--- config.mk ---
export PLATFORM = sky130hd
export DESIGN_NAME = trn_arb
export DESIGN_NICKNAME = d
export VERILOG_FILES = /design/src/rtl/trn_arb.sv
export SDC_FILE = /design/constraint.sdc
export NUM_CORES = 1
export LEC_CHECK = 0
export CORE_AREA = 2 2 49 47
export DETAILED_ROUTE_END_ITERATION = 12
export DIE_AREA = 0 0 51 49
export PLACE_DENSITY = 0.8
export SYNTH_ARGS = -nofsm -noshare
export SYNTH_HDL_FRONTEND = slang
export SYNTH_SLANG_ARGS = --single-unit
--- constraint.sdc ---
create_clock -name clk -period 5.8 [get_ports clk]
set_input_delay 0.87 -clock clk [delete_from_list [all_inputs] [get_ports clk]]
set_output_delay 0.87 -clock clk [all_outputs]
set_load 0.005 [all_outputs]
--- src/rtl/trn_arb.sv ---
`timescale 1ns/1ps
`default_nettype none
// ============================================================================
// Module   : trn_arb
// Brief    : Token arbiter for the shared TRN endpoint. Rotation grants go to
//            masked-in channels; urgent grants are interleaved between them.
//            Optional watchdog is built when ARB_WATCHDOG_EN is defined.
// Revision : 1.0 - initial release
// ============================================================================
module trn_arb #(
    parameter int             NCH      = 3,
    parameter logic [NCH-1:0] RR_MASK  = 3'b011,
    parameter int             HOLDOFF  = 1,
    parameter int             WDOG_CYC = 4096
) (
    input  logic                                clk,
    input  logic                                rst_n,
    input  logic [NCH-1:0]                      drvn,
    input  logic [NCH-1:0]                      reqep,
    output logic [NCH-1:0]                      trn,
    output logic [((NCH > 1) ? $clog2(NCH) : 1)-1:0] grant_id,
    output logic                                busy,
    output logic                                wdog_err
);

    localparam int c_IDW = (NCH > 1) ? $clog2(NCH) : 1;

    localparam logic [1:0] c_ST_IDLE   = 2'd0;
    localparam logic [1:0] c_ST_GRANT  = 2'd1;
    localparam logic [1:0] c_ST_SETTLE = 2'd2;

    function automatic logic [c_IDW-1:0] f_lowest(input logic [NCH-1:0] m);
        logic [c_IDW-1:0] r;
        r = '0;
        for (int i = NCH - 1; i >= 0; i--) begin
            if (m[i]) r = c_IDW'(i);
        end
        return r;
    endfunction

    localparam logic [c_IDW-1:0] c_RR_INIT = f_lowest(RR_MASK);

    logic [1:0]       r_state;
    logic [c_IDW-1:0] r_rr_ptr;
    logic [c_IDW-1:0] r_urg_ptr;
    logic             r_urg_ok;
    logic [3:0]       r_hold_cnt;
    logic [c_IDW-1:0] r_win;
    logic [NCH-1:0]   r_trn;
    logic [c_IDW-1:0] r_grant_id;
    logic             r_busy;

    logic             w_urg_hit;
    logic [c_IDW-1:0] w_urg_win;
    logic [c_IDW-1:0] w_rr_win;
    logic [c_IDW-1:0] w_rr_next;
    logic             w_urg_allow;
    logic             w_take_urg;
    logic             w_take_rr;

    // Searches iterate from the far end so the nearest candidate wins last.
    always_comb begin
        w_urg_hit = 1'b0;
        w_urg_win = '0;
        for (int k = NCH; k >= 1; k--) begin
            if (reqep[(int'(r_urg_ptr) + k) % NCH]) begin
                w_urg_hit = 1'b1;
                w_urg_win = c_IDW'((int'(r_urg_ptr) + k) % NCH);
            end
        end
        w_rr_win = r_rr_ptr;
        for (int k = NCH - 1; k >= 0; k--) begin
            if (RR_MASK[(int'(r_rr_ptr) + k) % NCH]) w_rr_win = c_IDW'((int'(r_rr_ptr) + k) % NCH);
        end
        w_rr_next = w_rr_win;
        for (int k = NCH; k >= 1; k--) begin
            if (RR_MASK[(int'(w_rr_win) + k) % NCH]) w_rr_next = c_IDW'((int'(w_rr_win) + k) % NCH);
        end
    end

    // Without a rotation set, the urgent slot is permanently open.
    assign w_urg_allow = r_urg_ok | (RR_MASK == '0);
    assign w_take_urg  = w_urg_allow & w_urg_hit;
    assign w_take_rr   = ~w_take_urg & (RR_MASK != '0);

    always_ff @(posedge clk or negedge rst_n) begin
        if (!rst_n) begin
            r_state    <= c_ST_IDLE;
            r_rr_ptr   <= c_RR_INIT;
            r_urg_ptr  <= c_IDW'(NCH - 1);
            r_urg_ok   <= 1'b0;
            r_hold_cnt <= 4'd0;
            r_win      <= '0;
            r_trn      <= '0;
            r_grant_id <= '0;
            r_busy     <= 1'b0;
        end else begin
            r_trn  <= '0;
            r_busy <= (drvn != '0) || (r_state != c_ST_IDLE);
            case (r_state)
                c_ST_IDLE: begin
                    if (drvn == '0) begin
                        if (w_take_urg) begin
                            r_win     <= w_urg_win;
                            r_urg_ptr <= w_urg_win;
                            r_urg_ok  <= (RR_MASK == '0);
                            r_state   <= c_ST_GRANT;
                        end else if (w_take_rr) begin
                            r_win    <= w_rr_win;
                            r_rr_ptr <= w_rr_next;
                            r_urg_ok <= 1'b1;
                            r_state  <= c_ST_GRANT;
                        end
                    end
                end
                c_ST_GRANT: begin
                    r_trn      <= {{(NCH-1){1'b0}}, 1'b1} << r_win;
                    r_grant_id <= r_win;
                    r_hold_cnt <= 4'(HOLDOFF);
                    r_state    <= c_ST_SETTLE;
                end
                c_ST_SETTLE: begin
                    r_hold_cnt <= r_hold_cnt - 4'd1;
                    if (r_hold_cnt <= 4'd1) r_state <= c_ST_IDLE;
                end
                default: r_state <= c_ST_IDLE;
            endcase
        end
    end

    assign trn      = r_trn;
    assign grant_id = r_grant_id;
    assign busy     = r_busy;

`ifdef ARB_WATCHDOG_EN
    localparam int c_WDW = $clog2(WDOG_CYC + 1);

    logic [c_WDW-1:0] r_wdog_cnt;
    logic             r_wdog_err;

    always_ff @(posedge clk or negedge rst_n) begin
        if (!rst_n) begin
            r_wdog_cnt <= '0;
            r_wdog_err <= 1'b0;
        end else if (drvn == '0) begin
            r_wdog_cnt <= '0;
        end else if (r_wdog_cnt != c_WDW'(WDOG_CYC)) begin
            r_wdog_cnt <= r_wdog_cnt + 1'b1;
            if (r_wdog_cnt == c_WDW'(WDOG_CYC - 1)) r_wdog_err <= 1'b1;
        end
    end

    assign wdog_err = r_wdog_err;
`else
    logic w_unused_wdog;
    assign w_unused_wdog = (WDOG_CYC > 0);
    assign wdog_err      = 1'b0;
`endif

endmodule
`default_nettype wire

==> key figures <==
Worst hold path
  • HP Start: r_win[0]
  • Worst hold path type: reg2reg

Floorplan
  • Initial Utilization: 0.535
  • Core ar.: 2020 um^2
  • Die Ht: ~49 um
  • Num rows: 16
  • Die Area: between 2000 and 2500 um^2
  • I/O pin total: 15
  • Die width: just over 50 um

Power and ir drop
  • P_leak: roughly 0.57 nW
  • Pwr Density: 455 nW/um^2
  • Peak VDD IR: approximately 0.00029 V

Yosys
  • Simple-gate share of the synthesized area: 0.167
  • Post-synth cell types: 40
  • Most used DFF post-synth: dfrtp_1
  • Post-Syn Area: 1080 um^2
  • Post-synth net total: 121
  • Mapped Cells: approximately 100
  • Combinational family with the most area after synthesis: compound AO/OA/AOI/OAI gates
  • Adder-Cell Fraction of Synth Area: 0.104
  • Synth Register Bits: 19
  • Sequential element share of the synthesized area: 0.441
  • YS warnings: 0
  • XOR/XNOR Fraction of Synth Area: 0
  • Post-synthesis compound-gate area fraction: 0.175
  • Post-synth ARST share: 1.00
  • Mux contribution to synthesized area: 0.0579
  • Synth Area per Inst: ~10 um^2
  • Post-synth EDFFs: 0

Timing
  • Minimum clock period: around 2300 ps
  • Unrepaired setup endpoints after global routing: false
  • Final Hold Slack: around 480 ps
  • Clock Skew: about 2.2 ps
  • Max Slew Vio Count: 0
  • Max-Slew Margin vs Limit: 0.445
  • Pin slew with the least headroom to its limit: 830 ps
  • TNS Setup: 0 ps
  • Final Cycle Share: 0.401
  • Setup ws final: 3470 ps
  • Final setup viols: 0
  • Final hold violation count: 0
  • Peak Freq: 429 MHz

Clocking
  • CTS Sinks: 19
  • Total CTS buffers: 3
  • Setup Buffers After CTS: 0
  • CTS tree: yes
  • CTS max path bufs: 2
  • Number of H-tree levels: 1
  • Clock latency at the later pin of the worst-skew pair: between 200 and 300 ps
  • CTS resizes: 0
  • # hold bufs at CTS: 0
  • Worst-path clk slew: approximately 100 ps
  • CTS root buffer: clkbuf_4

Cells and area
  • Layout Nets: around 140
  • Share of layout cells above drive strength 1: 0.100
  • Area growth syn-to-layout: 16.9%
  • Antenna cells: 0

Outcome
  • Run status: completed

Drt
  • Met3 routed WL: between 100 and 150 um
  • DR vias/cell: 5.53
  • Met1 WL: between 800 and 900 um
  • Routed WL: ~1900 um
  • Max layer used: met4
  • DRT antenna net count: 0
  • # DRC: 0
  • Wire length on met2: approximately 960 um
  • Starting DRT DRC Count: 17
  • WL per Instance: 12.9 um
  • Vias: approximately 800
  • Drt first pass iters: 4

Setup path
  • Data required, critical path: between 6000 and 7000 ps
  • CP startpoint kind: primary input
  • Crit end category: flop
  • Worst Path Arrival: 2550 ps
  • WS Path Type: in2reg
  • Crit-path max FO: 5
  • RR Startpoint: r_urg_ptr[1]
  • Worst Setup SP: reqep[2]

Flow run
  • Max cap viols: 0

Global routing
  • GR Overflow Total: 0
  • Vias in the first global route: between 800 and 900
  • Global-route wire length before repair: between 3000 and 4000 um
  • Largest net degree at the start of global routing: 20
  • Initial antenna violation count: 0
  • All-layer global routing usage: 0.177

Placement
  • RD Place Congestion: 0.890
  • Dpl hpwl: about 1500 um
  • Port bufs: 13
  • Pre-CTS setup slack: 3180 ps
==> per-stage QoR <==
| stage | instance area, um^2 | utilization | std cells | power [mW] |
|---|---|---|---|---|
| 6_report | 1260 | 0.625 | 147 | 0.575 |
| 5_1_grt | 1260 | 0.625 | 147 | 0.622 |
| 4_1_cts | 1260 | 0.625 | 147 | 0.575 |
| 3_5_place_dp | 1240 | 0.612 | 143 | 0.510 |
| 3_3_place_gp | 1240 | 0.612 | 143 | 0.494 |
| 2_1_floorplan | 1080 | - | 104 | 0.424 |
==> cell families (layout without fill, tap and decap cells) <==
logic type | after synthesis | after routing
compound gates | 28 | 28
simple gates | 28 | 28
flops | 19 | 19
buf+inv | 14 | 30
fa+ha+maj | 9 | 9
mux | 5 | 5
other cells | 1 | 1
==> cells in the mapped netlist, drive strengths merged, types with 2 or more instances <==
| library cell | number | area share |
|---|---|---|
| and2 | 2 | 0.012 |
| dfrtp | 18 | 0.42 |
| a22o | 2 | 0.016 |
| nand3b | 3 | 0.021 |
| o21a | 2 | 0.014 |
| nand2b | 3 | 0.017 |
| nor3 | 2 | 0.020 |
| nand3 | 5 | 0.028 |
| nor2 | 3 | 0.017 |
| o21ai | 10 | 0.046 |
| ha | 9 | 0.10 |
| mux2 | 4 | 0.049 |
| nand2 | 5 | 0.017 |
| a21oi | 5 | 0.023 |
| inv | 12 | 0.042 |
==> state kept, by name, indices dropped and copies added, names as in the netlist <==
| signal | count |
|---|---|
| grant_id | 2 |
| r_rr_ptr | 2 |
| trn | 3 |
| busy | 1 |
| r_urg_ptr | 2 |
| r_win | 2 |
| r_hold_cnt | 4 |
| r_state | 2 |
| r_urg_ok | 1 |
==> layer usage <==
layer,track usage,up-vias
met5,0,-
met4,0.0495,0
met3,0.0552,2
met2,0.290,27
met1,0.222,394
li1,-,390
==> power breakdown <==
group          switching [mW]  total [mW]  internal (mW)  leakage, nW
Combinational           0.156       0.301          0.145        0.310
Clock                  0.0374      0.0641         0.0268       0.0150
Sequential             0.0312       0.210          0.178        0.240
==> worst max-delay path, stage by stage <==
cell and delay, ps:
clkdlybuf4s50_1 560, mux2i_1 90, or2_0 240, a41o_2 340
nor2_4 140, mux2_4 310
==> cell type report <==
| type | count | area (um^2) |
|---|---|---|
| fill | 167 | 758 |
| multi-input combinational | 71 | 548 |
| sequential | 19 | 477 |
| timing repair buffer | 13 | 130 |
| inverter | 13 | 48.8 |
| tap | 27 | 33.8 |
| clock buffer | 4 | 26.3 |
==> layout by cell type, fill, tap and decap left out, types with 2 or more instances in the layout <==
cell type	Yosys	final
a21oi_1	5	5
inv_1	12	12
o21ai_0	5	5
nand2b_1	3	3
nand3b_1	3	3
o21ai_1	5	5
dfrtp_1	18	18
mux2_4	2	2
o21a_1	2	2
a22o_1	2	2
ha_1	9	9
clkdlybuf4s50_1	0	13
nand2_1	5	5
and2_1	2	2
nor2_1	2	2
clkbuf_4	0	3
nand3_1	4	4
==> final timing paths <==
check	to	slack, ps	cells past startpoint
max reg2reg	r_urg_ptr[1]	3680	7
min in group asynchronous	busy	1050	1
max	r_urg_ptr[1]	3470	6
min reg2reg	trn[0]	480	1
min	trn[0]	480	1
max in group asynchronous	trn[2]	4240	1
Power figures use the tool's default switching activity.
